$ cat src/rtl/writeback_stage_pkg.sv
// Shared encodings for the write-back stage: mem_to_reg selector codes,
// load size codes and the bit positions inside the wb / load_type fields.
package wb_defs;

    // Write-back value source, taken from wb_signals[1:0].
    // The reserved code falls back to the ALU result.
    typedef enum logic [1:0] {
        MEMTOREG_ALU  = 2'b00,
        MEMTOREG_MEM  = 2'b01,
        MEMTOREG_LINK = 2'b10,
        MEMTOREG_RSVD = 2'b11
    } mem_to_reg_e;

    // Load access size, taken from load_type[1:0].
    // The reserved code is treated as a full word.
    typedef enum logic [1:0] {
        LOAD_BYTE = 2'b00,
        LOAD_HALF = 2'b01,
        LOAD_RSVD = 2'b10,
        LOAD_WORD = 2'b11
    } load_size_e;

    // load_type[LOAD_UNSIGNED] selects zero-extension instead of sign-extension.
    localparam int LOAD_UNSIGNED   = 2;

    // wb_signals[WB_REGWRITE_BIT] is the register-file write request.
    localparam int WB_REGWRITE_BIT = 2;

endpackage

$ cat src/rtl/writeback_stage_load_formatter.sv
// Little-endian load formatter: extracts the addressed byte/half from the raw
// memory word and sign- or zero-extends it. Purely combinational so it can
// also be reused on a forwarding path.
module load_formatter
    import wb_defs::*;
#(
    parameter int NB_DATA = 32
) (
    input  logic [NB_DATA-1:0] mem_data_i,
    input  logic [2:0]         load_type_i,
    input  logic [1:0]         addr_lsb_i,
    output logic [NB_DATA-1:0] formatted_o
);

    logic [7:0]  w_byte;
    logic [15:0] w_half;
    logic        w_unsigned;
    load_size_e  w_size;

    // Select the addressed lane; byte k lives at mem_data[8k+7:8k].
    always_comb begin
        w_unsigned = load_type_i[LOAD_UNSIGNED];
        w_size     = load_size_e'(load_type_i[1:0]);
        case (addr_lsb_i)
            2'd0:    w_byte = mem_data_i[7:0];
            2'd1:    w_byte = mem_data_i[15:8];
            2'd2:    w_byte = mem_data_i[23:16];
            default: w_byte = mem_data_i[31:24];
        endcase
        // addr_lsb[0] is ignored for halfwords.
        w_half = addr_lsb_i[1] ? mem_data_i[31:16] : mem_data_i[15:0];
    end

    // Extend the selected lane to the datapath width.
    always_comb begin
        case (w_size)
            LOAD_BYTE: formatted_o = w_unsigned ? {{(NB_DATA-8){1'b0}}, w_byte}
                                                : {{(NB_DATA-8){w_byte[7]}}, w_byte};
            LOAD_HALF: formatted_o = w_unsigned ? {{(NB_DATA-16){1'b0}}, w_half}
                                                : {{(NB_DATA-16){w_half[15]}}, w_half};
            default:   formatted_o = mem_data_i;
        endcase
    end

endmodule

$ cat src/rtl/writeback_stage.sv
// Final pipeline stage: MEM/WB register, load formatting, write-back mux,
// $zero write suppression, sticky halt status and retired-instruction count.
// The register loads when enable_i=1 (flush_i forces a bubble); there is no
// back-pressure, enable_i low simply holds the slot and repeats its outputs.
module writeback_stage
    import wb_defs::*;
#(
    parameter int NB_DATA = 32,
    parameter int NB_REG  = 5,
    parameter int NB_CNT  = 32
) (
    input  logic               clock_i,
    input  logic               reset_i,
    input  logic               enable_i,
    input  logic               flush_i,
    input  logic               valid_i,
    input  logic [2:0]         wb_signals_i,
    input  logic [2:0]         load_type_i,
    input  logic [1:0]         addr_lsb_i,
    input  logic [NB_DATA-1:0] mem_data_i,
    input  logic [NB_DATA-1:0] alu_result_i,
    input  logic [NB_DATA-1:0] pc_link_i,
    input  logic [NB_REG-1:0]  write_register_i,
    input  logic               halt_i,
    output logic               reg_write_o,
    output logic [NB_REG-1:0]  write_register_o,
    output logic [NB_DATA-1:0] data_rw_o,
    output logic               halt_done_o,
    output logic [NB_CNT-1:0]  retired_count_o
);

    // MEM/WB register fields
    logic               r_valid;
    logic [2:0]         r_wb;
    logic [2:0]         r_load_type;
    logic [1:0]         r_addr_lsb;
    logic [NB_DATA-1:0] r_mem_data;
    logic [NB_DATA-1:0] r_alu_result;
    logic [NB_DATA-1:0] r_pc_link;
    logic [NB_REG-1:0]  r_write_register;
    logic               r_halt;

    // Status
    logic               r_halt_done;
    logic [NB_CNT-1:0]  r_retired_count;

    logic               w_load_slot;
    logic               w_halt_in_wb;
    logic [NB_DATA-1:0] w_load_data;

    assign w_load_slot  = enable_i & ~flush_i;
    assign w_halt_in_wb = r_valid & r_halt;

    // Pipeline register: reset > flush (bubble) > enable (load) > hold.
    always_ff @(posedge clock_i) begin
        if (reset_i || flush_i) begin
            r_valid          <= 1'b0;
            r_wb             <= '0;
            r_load_type      <= '0;
            r_addr_lsb       <= '0;
            r_mem_data       <= '0;
            r_alu_result     <= '0;
            r_pc_link        <= '0;
            r_write_register <= '0;
            r_halt           <= 1'b0;
        end else if (enable_i) begin
            r_valid          <= valid_i;
            r_wb             <= wb_signals_i;
            r_load_type      <= load_type_i;
            r_addr_lsb       <= addr_lsb_i;
            r_mem_data       <= mem_data_i;
            r_alu_result     <= alu_result_i;
            r_pc_link        <= pc_link_i;
            r_write_register <= write_register_i;
            r_halt           <= halt_i;
        end
    end

    // Sticky halt flag: set on the edge after a valid HALT sits in WB.
    always_ff @(posedge clock_i) begin
        if (reset_i) begin
            r_halt_done <= 1'b0;
        end else if (w_halt_in_wb) begin
            r_halt_done <= 1'b1;
        end
    end

    // Retired counter. The HALT slot itself counts, but the instruction that
    // enters on the same edge halt_done sets is already behind HALT, so a HALT
    // sitting in WB freezes the count just like halt_done does.
    always_ff @(posedge clock_i) begin
        if (reset_i) begin
            r_retired_count <= '0;
        end else if (w_load_slot && valid_i && !r_halt_done && !w_halt_in_wb) begin
            r_retired_count <= r_retired_count + NB_CNT'(1);
        end
    end

    load_formatter #(
        .NB_DATA (NB_DATA)
    ) u_load_formatter (
        .mem_data_i  (r_mem_data),
        .load_type_i (r_load_type),
        .addr_lsb_i  (r_addr_lsb),
        .formatted_o (w_load_data)
    );

    // Write-back value mux and write enable, all from registered fields.
    always_comb begin
        case (mem_to_reg_e'(r_wb[1:0]))
            MEMTOREG_MEM:  data_rw_o = w_load_data;
            MEMTOREG_LINK: data_rw_o = r_pc_link;
            default:       data_rw_o = r_alu_result;
        endcase
        reg_write_o = r_valid & r_wb[WB_REGWRITE_BIT] &
                      (r_write_register != '0) & ~r_halt_done;
    end

    assign write_register_o = r_write_register;
    assign halt_done_o      = r_halt_done;
    assign retired_count_o  = r_retired_count;

endmodule

$ cat config.mk
export PLATFORM = sky130hd
export DESIGN_NAME = writeback_stage
export DESIGN_NICKNAME = d
export VERILOG_FILES = /design/src/rtl/writeback_stage_pkg.sv /design/src/rtl/writeback_stage_load_formatter.sv /design/src/rtl/writeback_stage.sv
export SDC_FILE = /design/constraint.sdc
export NUM_CORES = 1
export LEC_CHECK = 0
export ABC_CLOCK_PERIOD_IN_PS = 2850
export CAP_MARGIN = 10
export CORE_AREA = 2 2 108 152
export DETAILED_ROUTE_END_ITERATION = 8
export DIE_AREA = 0 0 110 154
export GPL_TIMING_DRIVEN = 0
export PLACE_DENSITY = 0.76
export REMOVE_ABC_BUFFERS = 1
export SYNTH_ARGS = -nofsm -noshare
export SYNTH_HDL_FRONTEND = slang
export SYNTH_HIERARCHICAL = 1
export SYNTH_SLANG_ARGS = --single-unit
$ cat constraint.sdc
create_clock -name clock_i -period 2.85 [get_ports clock_i]
set_clock_uncertainty 0.1 [all_clocks]
set_input_delay 0.4275 -clock clock_i [delete_from_list [all_inputs] [get_ports clock_i]]
set_output_delay 0.4275 -clock clock_i [all_outputs]
set_load 0.02 [all_outputs]
# After elaboration in Yosys (flattened, before gate mapping)
# Index checks and enable logic that the tools add are counted.
[totals]
regBits = 144
inputBits = 115
out_inout_bits = 71
word_cells = 39
[op_classes]
add_sub_neg = 1
eq_ne = 5
mux = 6
n_bitwise = 7
n_reduce_logical = 9
[ops]
columns = ["operator", "n"]
rows = [
  ["32-bit case mux with 2 select lines", 2],
  ["32-bit 2-to-1 mux", 2],
  ["32-bit by 1-bit adder with 32-bit output (second input constant)", 1],
  ["8-bit case mux with 3 select lines", 1],
  ["16-bit 2-to-1 mux", 1],
  ["2-bit by 1-bit equality test with 1-bit output (second input constant)", 3],
  ["1-bit AND", 5],
  ["5-bit nonzero test", 1],
  ["2-bit equality test (second input constant)", 2],
  ["2-bit zero test", 2],
  ["1-bit logical AND", 3],
  ["1-bit zero test", 2],
  ["1-bit inverter", 2],
  ["1-bit logical OR", 1],
]

# Depth between registers and ports, before layout
# Gate-level depths: netlist of the first run.
[logic_depth]
ltp_word = 5
depth_mapped = 9
depth_no_buf = 5

# Cells and area by module
# The synthesis of the first run kept the hierarchy.
[modules_own_cells]
columns = ["mod", "n_inst", "cells_per_inst", "area_per_inst_um2", "seq_area_each_um2"]
rows = [
  ["writeback_stage", 1, 661, 6038.3, 2882.8],
  ["load_formatter", 1, 115, 845.8, 0.0],
]

# Worst setup path before layout of the first run
# Ideal clock, no wire load.
[synth_path]
path_kind = "reg2out"
start = "register r_load_type[1]"
end = "output port data_rw_o[21]"
arrival_time_ps = 2037
required_ps = 2322
setup_slack_ps = 285
path_stages_with_launch = 10
path_buffers = 4
cell_sequence = "dfxtp_1 -> buf_6 -> or2_1 -> buf_2 -> or3_1 -> buf_6 -> buf_6 -> o211ai_2 -> a22oi_1 -> o21ai_0"
[synth_via]
elab_chain_cells = 3
word_cells_on_any_way = 4
classes_between = "eq/ne (1); mux (2); reduce/logical (1)"
[synth_lines]
columns = ["element", "line_no", "source"]
rows = [
  ["start, declared", "writeback_stage.sv:35", "logic [2:0] r_load_type;"],
  ["start signal, assigned", "writeback_stage.sv:69", "r_load_type <= load_type_i;"],
  ["2-bit by 1-bit equality test with 1-bit output or 2-bit zero test (tied branches)", "writeback_stage_load_formatter.sv:36", "case (w_size)"],
  ["32-bit case mux with 2 select lines *", "writeback_stage_load_formatter.sv:36", ""],
  ["net w_load_data[21]", "writeback_stage.sv:49", "logic [NB_DATA-1:0] w_load_data;"],
  ["32-bit case mux with 2 select lines *", "writeback_stage.sv:110", "case (mem_to_reg_e'(r_wb[1:0]))"],
  ["end, declared", "writeback_stage.sv:27", "output logic [NB_DATA-1:0] data_rw_o,"],
]
# The timed path passes the listed nets; every way through them passes the cells marked *.

# Final worst setup path of the first run
[layout_path]
start = "register r_addr_lsb[0]"
end = "output port data_rw_o[30]"
[layout_via]
elab_chain_cells = 5
word_cells_on_any_way = 7
classes_between = "eq/ne (2); mux (4); reduce/logical (1)"
[layout_lines]
columns = ["element", "line_no", "source"]
rows = [
  ["start, declared", "writeback_stage.sv:36", "logic [1:0] r_addr_lsb;"],
  ["start signal, assigned", "writeback_stage.sv:70", "r_addr_lsb <= addr_lsb_i;"],
  ["2-bit equality test (tied with other cells)", "writeback_stage_load_formatter.sv:24", "case (addr_lsb_i)"],
  ["8-bit case mux with 3 select lines *", "writeback_stage_load_formatter.sv:24", ""],
  ["32-bit 2-to-1 mux *", "writeback_stage_load_formatter.sv:37", "LOAD_BYTE: formatted_o = w_unsigned ? {{(NB_DATA-8){1'b0}}, w_byte}"],
  ["32-bit case mux with 2 select lines *", "writeback_stage_load_formatter.sv:36", ""],
  ["net w_load_data[30]", "writeback_stage.sv:49", ""],
  ["32-bit case mux with 2 select lines *", "writeback_stage.sv:110", ""],
]
# Marked as above.

==> run_results.csv, run 1 <==
group,metric,value,unit
cts,path_clk_slew,0.07,ns
pwr,p_leak,3.73,nW
floorplanning,rows,54,
floorplanning,initial_core_util,0.445,
route,ant_nets,0,
pwr,power.switching,1.23,mW
synthesis,yosysMostFrequentCell,"dfxtp_1",
floorplanning,die_width,110,um
finish,multi_input_area,3820,um2
route,viasPerCell,5.52,
route,drt_pre_antenna_iters,4,
global_route,overflow,0,
cts,cts_num_sinks,144,
run_status,violations,"setup timing",
worst_setup_path,worstSetupStartpoint,"r_addr_lsb[0]",
route,vias,6389,
pwr,ir_drop,321,uV
run_status,status,"complete, but fails checks",
synthesis,syn-cell-area,6880,um2
finish,final_layout_size_suffix_gt1_frac,0.139,
route,routed_wl,20300,um
sta,period_share,1.01,
worst_setup_path,cp-end-kind,"output port",
floorplanning,die_h,154,um
sta,rsz0062_at_grt,"true",
worst_setup_path,start_kind,"register",
sta,tns,-0.0265,ns
job,cap_violations,0,
placed_design,dpl.hpwl,12700,um
global_route,antenna_found_initial,1,
pwr,p_sw_frac,0.253,
worst_setup_path,path_max_fanout,6,
sta,finalHoldViolCount,0,
sta,slew_violations,0,
global_route,grt_use_total,0.236,
floorplanning,die_area,16900,um2
synthesis,synth_ff_type,"dfxtp_1",
sta,timing.fmax,348,MHz
worst_setup_path,r2r-start,"retired_count_o[8]",
min_path,hold_class,"reg2reg",
cts,cts_buffers,17,
synthesis,async_reset_ff_frac,0,
global_route,grt_pass1_vias,6041,
synthesis,yosysTopAreaCell,"dfxtp_1",
floorplanning,core_region_area,15500,um2
global_route,grt_max_degree,79,
cts,htree_levels,4,
sta,min_period,2.88,ns
cts,root_buffer,"clkbuf_16",
cts,clkLatencyLatePin,0.41,ns
min_path,hp-start,"r_alu_result[23]",
synthesis,synth_cell_types,43,
synthesis,synth_common_cells,"144 x dfxtp_1, 126 x mux2i_1, 121 x nor2_1, 68 x nand2_1, 45 x o21ai_0",
sta,setup_viol,1,
route,detail_route.drc_violations,0,
synthesis,synth-edff-count,0,
sta,setup_slack,-0.0265,ns
synthesis,syn_avg_cell_area,8.87,um2
cts,cts_tree,"yes",
synthesis,synth_top_area_frac,0.419,
route,routedWlPerCell,17.5,um
synthesis,synth_area_leaders,"dfxtp_1 42%, mux2i_1 18%, nor2_1 6.6%, a22oi_1 4.5%, nand2_1 3.7%",
finish,final-seq-area,2900,um2
synthesis,synth-seq-cells,144,
finish,final_util,0.624,
placed_design,io_buffers,185,
synthesis,yosys_warnings,6,
sta,worstMarginPinSlew,0.622,ns
finish,num-nets-final,1065,
route,drt_iter0_markers,332,
worst_setup_path,crit_required,2.32,ns
global_route,grt_pass1_wl,31200,um
finish,n_fill_cell,1314,
synthesis,yosysSeqAreaShare,0.419,
pwr,cell_internal_pwr,3.64,mW
worst_setup_path,arrival,2.35,ns
placed_design,place.gp.congestion,0.810,
placed_design,place_ws,-1.70,ns
pwr,pwr-share-seq,0.432,
worst_setup_path,path_class,"reg2out",
synthesis,syn_inst,776,
sta,maxSlewHeadroom,0.584,
finish,area_delta_synth_final,40.3,%
floorplanning,io_pins,186,
pwr,power_frac_clock,0.448,
cts,cts_buffer_depth,2,
pwr,comb_power_share,0.120,
pwr,cellPowerDensity,504,nW/um2
-- per-stage QoR --
step / cell area (um2) / power, mW / hold slack, ns / cells
2_1_floorplan: 6600 / 2.38 / 0.352 / 713
3_3_place_gp: 8700 / 2.73 / 0.367 / 1094
3_5_place_dp: 8800 / 2.69 / 0.378 / 1098
4_1_cts: 9610 / 4.90 / 0.390 / 1150
5_1_grt: 9660 / 5.06 / 0.417 / 1157
6_report: 9660 / 4.87 / 0.392 / 1157
-- sequential cells by signal (all words and copies together), names as in the netlist, 2 cells and up --
signal	flops
r_mem_data	32
retired_count_o	32
r_load_type	3
r_wb	3
r_addr_lsb	2
write_register_o	5
r_alu_result	32
r_pc_link	32
-- power groups by stage --
stage	clock, mW	sequential [mW]	combinational (mW)
after floorplan	0	2.14	0.238
after global placement	0	2.15	0.584
after detailed placement	0	2.15	0.544
after CTS	2.23	2.10	0.573
after global routing	2.33	2.11	0.628
final	2.18	2.10	0.585
-- cell type report --
| class | instances | area share |
|---|---|---|
| Clock inverter | 14 | 0.0150 |
| Inverter | 7 | 0.00311 |
| Antenna cell | 1 | 0.000259 |
| Timing Repair Buffer | 214 | 0.215 |
| Clock buffer | 18 | 0.0455 |
| Sequential cell | 144 | 0.300 |
| Tap cell | 196 | 0.0254 |
| Multi-Input combinational cell | 563 | 0.396 |
-- worst max-delay path, cell delays in order (launching register included) --
cell      delay (ns)
dfxtp_4         0.37
mux2_4          0.32
a32oi_4         0.34
buf_8           0.17
buf_6           0.10
buf_6           0.09
o211ai_1        0.12
a22oi_1         0.19
o21ai_1         0.08
buf_4           0.16
-- repair_timing --
item	in CTS	in global routing
buffers inserted	17	6
pin swaps	5	13
hold buffers	0	0
gates cloned	3	0
setup endpoints to repair	32	22
gates resized for setup	150	38
-- final timing paths --
| path | endpoint | slack [ns] | depth (start not counted) |
|---|---|---|---|
| min reg2reg | r_alu_result[23] | 0.39 | 2 |
| max reg2reg | retired_count_o[25] | 0.44 | 4 |
| max | data_rw_o[30] | -0.03 | 9 |
| min | r_alu_result[23] | 0.39 | 2 |
-- layer usage --
| metal | GRT usage | vias to the layer above | wire (um) |
|---|---|---|---|
| met5 | 0 | - | 0 |
| met4 | 0.0910 | 0 | 497 |
| met3 | 0.0708 | 31 | 1590 |
| met2 | 0.408 | 215 | 10300 |
| met1 | 0.266 | 3015 | 7910 |
| li1 | - | 3128 | - |
-- placed cells by master (no fill, tap or decap), types with 3 or more instances in the layout --
cell type and count:
a21oi_1 26, a22oi_1 38, a22oi_2 3, buf_16 4, buf_2 20, buf_4 16, buf_6 9, clkbuf_16 17
clkbuf_2 5, clkdlybuf4s50_1 152, clkinv_4 4, clkinvlp_4 4, dfxtp_1 140, dfxtp_4 4, dlygate4sd2_1 5, inv_1 5
inv_6 4, mux2i_1 124, nand2_1 68, nand3_1 10, nand4_1 9, nor2_1 121, nor2b_1 7, o211ai_1 7
o211ai_2 10, o21ai_0 38, o21ai_1 7, o221ai_1 5, o221ai_2 3, o22a_1 7, o31ai_1 12, or3_1 10
or3_2 4, or4_1 15, xnor2_1 5
-- cell families after synthesis --
group | Yosys count | share of synthesized area
buf+inv | 70 | 0.0445
xor+xnor | 7 | 0.00891
simple gates | 265 | 0.177
compound gates | 159 | 0.159
flops | 144 | 0.419
mux | 128 | 0.186
fa+ha+maj | 3 | 0.00545
No activity file was read; power rests on OpenSTA's default activity.
==> run 2, diff against run 1 <==
DONT_BUFFER_PORTS = 1   (was not set)
PLACE_DENSITY = 0.61   (was 0.76)
==> run_results.csv, run 2 (synthesized netlist as in run 1, its figures left out) <==
group,metric,value,unit
run_status,status,"complete, no violations",
worst_setup_path,cp-end-kind,"output port",
floorplanning,io_pins,186,
route,drt_iter0_markers,269,
route,wl_met3,1470,um
cts,root_buffer,"clkbuf_16",
worst_setup_path,crit_required,2.32,ns
sta,finalHoldViolCount,0,
finish,n_fill_cell,1401,
pwr,cellPowerDensity,581,nW/um2
floorplanning,rows,54,
worst_setup_path,worstSetupStartpoint,"r_addr_lsb[0]",
global_route,grt_use_total,0.208,
placed_design,place.gp.congestion,0.850,
worst_setup_path,path_class,"reg2out",
floorplanning,die_h,154,um
floorplanning,core_region_area,15500,um2
finish,diodes,0,
global_route,grt_max_degree,114,
cts,cts_buffers,17,
global_route,grt_pass1_vias,5542,
route,drt_pre_antenna_iters,5,
worst_setup_path,arrival,2.19,ns
worst_setup_path,r2r-start,"retired_count_o[8]",
worst_setup_path,reg2reg_depth,4,
floorplanning,die_width,110,um
min_path,hold_class,"in2reg",
min_path,whs_path_depth,2,
finish,final-seq-area,2890,um2
sta,worstMarginPinSlew,0.696,ns
global_route,grt_pass1_wl,27600,um
finish,area_delta_synth_final,14.1,%
sta,min_period,2.71,ns
placed_design,io_buffers,0,
finish,final_util,0.508,
cts,cts_tree,"yes",
min_path,hp-start,"addr_lsb_i[1]",
pwr,p_leak,2.93,nW
cts,path_clk_slew,0.06,ns
route,detail_route.drc_violations,0,
worst_setup_path,start_kind,"register",
worst_setup_path,r2r_slack,0.33,ns
sta,period_share,0.953,
finish,final_layout_size_suffix_gt1_frac,0.143,
placed_design,dp.cells,911,
finish,layoutNonFillerInstCount,964,
finish,num-nets-final,873,
route,route.met2.wl,9680,um
floorplanning,initial_core_util,0.445,
placed_design,dpl.hpwl,12100,um
global_route,overflow,0,
worst_setup_path,path_max_fanout,6,
finish,multi_input_area,3890,um2
route,viasPerCell,5.92,
route,ant_nets,0,
sta,maxSlewHeadroom,0.536,
route,routed_wl,18500,um
finish,most-common-layout-cells,"141 x dfxtp_1, 126 x mux2i_1, 121 x nor2_1",
route,top_layer,"met4",
floorplanning,die_area,16900,um2
cts,clkLatencyLatePin,0.41,ns
route,routedWlPerCell,19.2,um
cts,cts_num_sinks,144,
sta,slew_violations,0,
sta,setup_viol,0,
route,vias,5709,
global_route,antenna_found_initial,0,
job,cap_violations,0,
finish,final_common_cell,"dfxtp_1",
route,met1_length,6960,um
sta,timing.fmax,368,MHz
cts,cts_buffer_depth,2,
pwr,ir_drop,459,uV
cts,htree_levels,4,
==> run 2: changes by cell type in the layout (fill, tap and decap cells not counted), moves of 4 or more <==
cell	change
clkdlybuf4s50_1	-152
o21ai_0	-25
o21ai_2	+24
buf_2	-20
buf_6	-9
clkbuf_2	-5
dlygate4sd2_1	-5
buf_4	-4
clkinv_2	+4
inv_6	-4
==> run 2: timing repair <==
action,CTS,global route
endpoints found under the hold margin,33,0
cloned,1,3
hold buffers,1,0
buffers inserted,4,12
endpoints found under the setup margin,32,29
pin swaps,11,7
resized for setup,65,12
==> run 2: cell type report <==
cell class	instances	area share
Clock buffer	23	0.0609
Clock inverter	9	0.0107
Inverter	7	0.00382
Multi-Input combinational cell	565	0.496
Sequential cell	144	0.368
Tap cell	196	0.0312
Timing Repair Buffer	19	0.0290
Timing Repair inverter	1	0.000637
==> run 2: critical path: stages, from the launching register on <==
cell and delay [ns]:
dfxtp_1 0.40, mux2_2 0.41, a32oi_4 0.27, buf_4 0.22
o211ai_2 0.10, a22oi_1 0.22, o21ai_2 0.14
==> run 2: worst paths after layout <==
| path | endpoint |
|---|---|
| worst max-delay path | data_rw_o[24] |
| worst min-delay path | r_addr_lsb[1] |
| worst max register to register | retired_count_o[31] |
| worst min register to register | r_alu_result[1] |
==> run 2: metrics by stage <==
stage	hold WS (ns)	instance area (um2)	total power, mW	setup TNS (ns)	setup WS [ns]
CTS	0.0471	7690	4.59	-0.820	-0.0893
global route	0.0471	7850	4.75	-0.00108	-0.00108
floorplan	0.352	6600	2.38	-8.72	-0.376
finish	0.0631	7850	4.57	0	0.135
detailed placement	0.384	6910	2.45	-33.24	-1.50
global placement	0.373	6850	2.44	-116.81	-1.48
==> run 2: power breakdown <==
part | switching (mW) | leakage, nW | internal (mW)
Sequential | 0.0467 | 1.17 | 2.07
Clock | 0.832 | 0.277 | 1.27
Combinational | 0.194 | 1.48 | 0.160
==> run 2: routing by layer <==
layer,GRT usage,vias up
met5,0,-
met4,0.0747,0
met3,0.0827,28
met2,0.368,178
met1,0.219,2754
li1,-,2749
==> run 3, diff against run 2 <==
SETUP_SLACK_MARGIN = 0.02   (was not set)
==> run_results.csv, run 3 (synthesized netlist as in run 1, its figures left out) <==
group,metric,value,unit
sta,worstMarginPinSlew,0.700,ns
cts,path_clk_slew,0.06,ns
cts,root_buffer,"clkbuf_16",
job,cap_violations,0,
finish,area_delta_synth_final,14.4,%
sta,setup_slack,0.120,ns
sta,finalHoldViolCount,0,
sta,timing.fmax,366,MHz
route,detail_route.drc_violations,0,
route,viasPerCell,5.89,
global_route,grt_pass1_vias,5598,
floorplanning,io_pins,186,
finish,most-common-layout-cells,"141 x dfxtp_1, 126 x mux2i_1, 121 x nor2_1",
route,routedWlPerCell,19.1,um
sta,period_share,0.958,
floorplanning,die_area,16900,um2
placed_design,place.gp.congestion,0.850,
floorplanning,initial_core_util,0.445,
sta,setup_viol,0,
global_route,overflow,0,
global_route,met1_usage,0.224,
cts,cts_num_sinks,144,
route,drt_iter0_markers,265,
floorplanning,die_h,154,um
placed_design,dpl.hpwl,12100,um
min_path,hold_class,"in2reg",
placed_design,postPlaceCellArea,6910,um2
global_route,grt_pass1_wl,28500,um
floorplanning,rows,54,
pwr,cellPowerDensity,580,nW/um2
cts,cts_buffer_depth,2,
pwr,p_leak,2.95,nW
route,vias,5708,
sta,rsz0062_at_grt,"true",
floorplanning,core_region_area,15500,um2
cts,clkLatencyLatePin,0.41,ns
global_route,grt_max_degree,114,
cts,cts_buffers,17,
route,drt_pre_antenna_iters,5,
global_route,grt_use_total,0.216,
route,routed_wl,18500,um
cts,cts_tree,"yes",
worst_setup_path,cp-end-kind,"output port",
placed_design,place_ws,-1.50,ns
finish,diodes,0,
sta,maxSlewHeadroom,0.533,
worst_setup_path,crit_required,2.32,ns
pwr,ir_drop,460,uV
run_status,status,"complete, no violations",
global_route,grtUsageMet3,0.0831,
finish,final_common_cell,"dfxtp_1",
route,ant_nets,0,
floorplanning,die_width,110,um
global_route,grtUsageMet2,0.387,
worst_setup_path,path_class,"reg2out",
sta,slew_violations,0,
global_route,top_usage_layer,"met2",
finish,num-nets-final,878,
finish,final_layout_size_suffix_gt1_frac,0.149,
finish,design_area,7880,um2
placed_design,io_buffers,0,
finish,final_util,0.509,
global_route,antenna_found_initial,0,
worst_setup_path,path_max_fanout,6,
worst_setup_path,start_kind,"register",
sta,holdWs,0.0652,ns
sta,min_period,2.73,ns
worst_setup_path,arrival,2.20,ns
cts,htree_levels,4,
-- run 3: final cells by class --
type / instances / area, um2
clock inverters: 9 / 83.8
flip-flops and latches: 144 / 2890
multi-input cells: 565 / 3890
clock buffers: 23 / 478
inverters: 7 / 30.0
fillers: 1405 / 7600
well taps: 196 / 245
repair buffers: 25 / 254
-- run 3: critical path, cell delays in order, from the launching register on --
cell and delay [ns]:
dfxtp_1 0.40, mux2_2 0.42, a32oi_4 0.27, buf_12 0.16, o221ai_1 0.16, a22oi_1 0.25, o21ai_2 0.14
-- run 3: worst paths after layout --
| path | start | end | slack, ns | depth (start not counted) |
|---|---|---|---|---|
| hold reg to reg | r_alu_result[7] | r_alu_result[7] | 0.39 | 2 |
| setup reg to reg | retired_count_o[8] | retired_count_o[31] | 0.34 | 4 |
| setup / recovery | r_addr_lsb[0] | data_rw_o[8] | 0.12 | 6 |
| hold / removal | alu_result_i[9] | r_alu_result[9] | 0.07 | 2 |
-- run 3: report_power, final --
part | total [mW] | internal, mW | switching [mW]
sequential | 2.11 | 2.07 | 0.0448
combinational | 0.357 | 0.161 | 0.196
clock | 2.10 | 1.27 | 0.833
-- run 3: what timing repair did --
item                                   CTS  global route
cloned                                   3             0
setup buffers                           11            11
setup endpoints to repair               32            29
hold buffers                             1             0
pin swaps                                7             4
endpoints found under the hold margin   33             0
resized for setup                       70             7
-- run 3: per-layer routing --
layer / share of wire / wire [um]
met3: 0.077 / 1420
met2: 0.53 / 9780
met4: 0.018 / 324
met1: 0.38 / 6980
met5: 0 / 0
-- run 3: stage by stage --
| step | instances | power, mW | setup TNS (ns) |
|---|---|---|---|
| after floorplan | 713 | 2.38 | -8.72 |
| after global placement | 909 | 2.44 | -116.81 |
| after detailed placement | 911 | 2.45 | -33.24 |
| after CTS | 958 | 4.60 | 0 |
| after global routing | 969 | 4.75 | 0 |
| final | 969 | 4.57 | 0 |
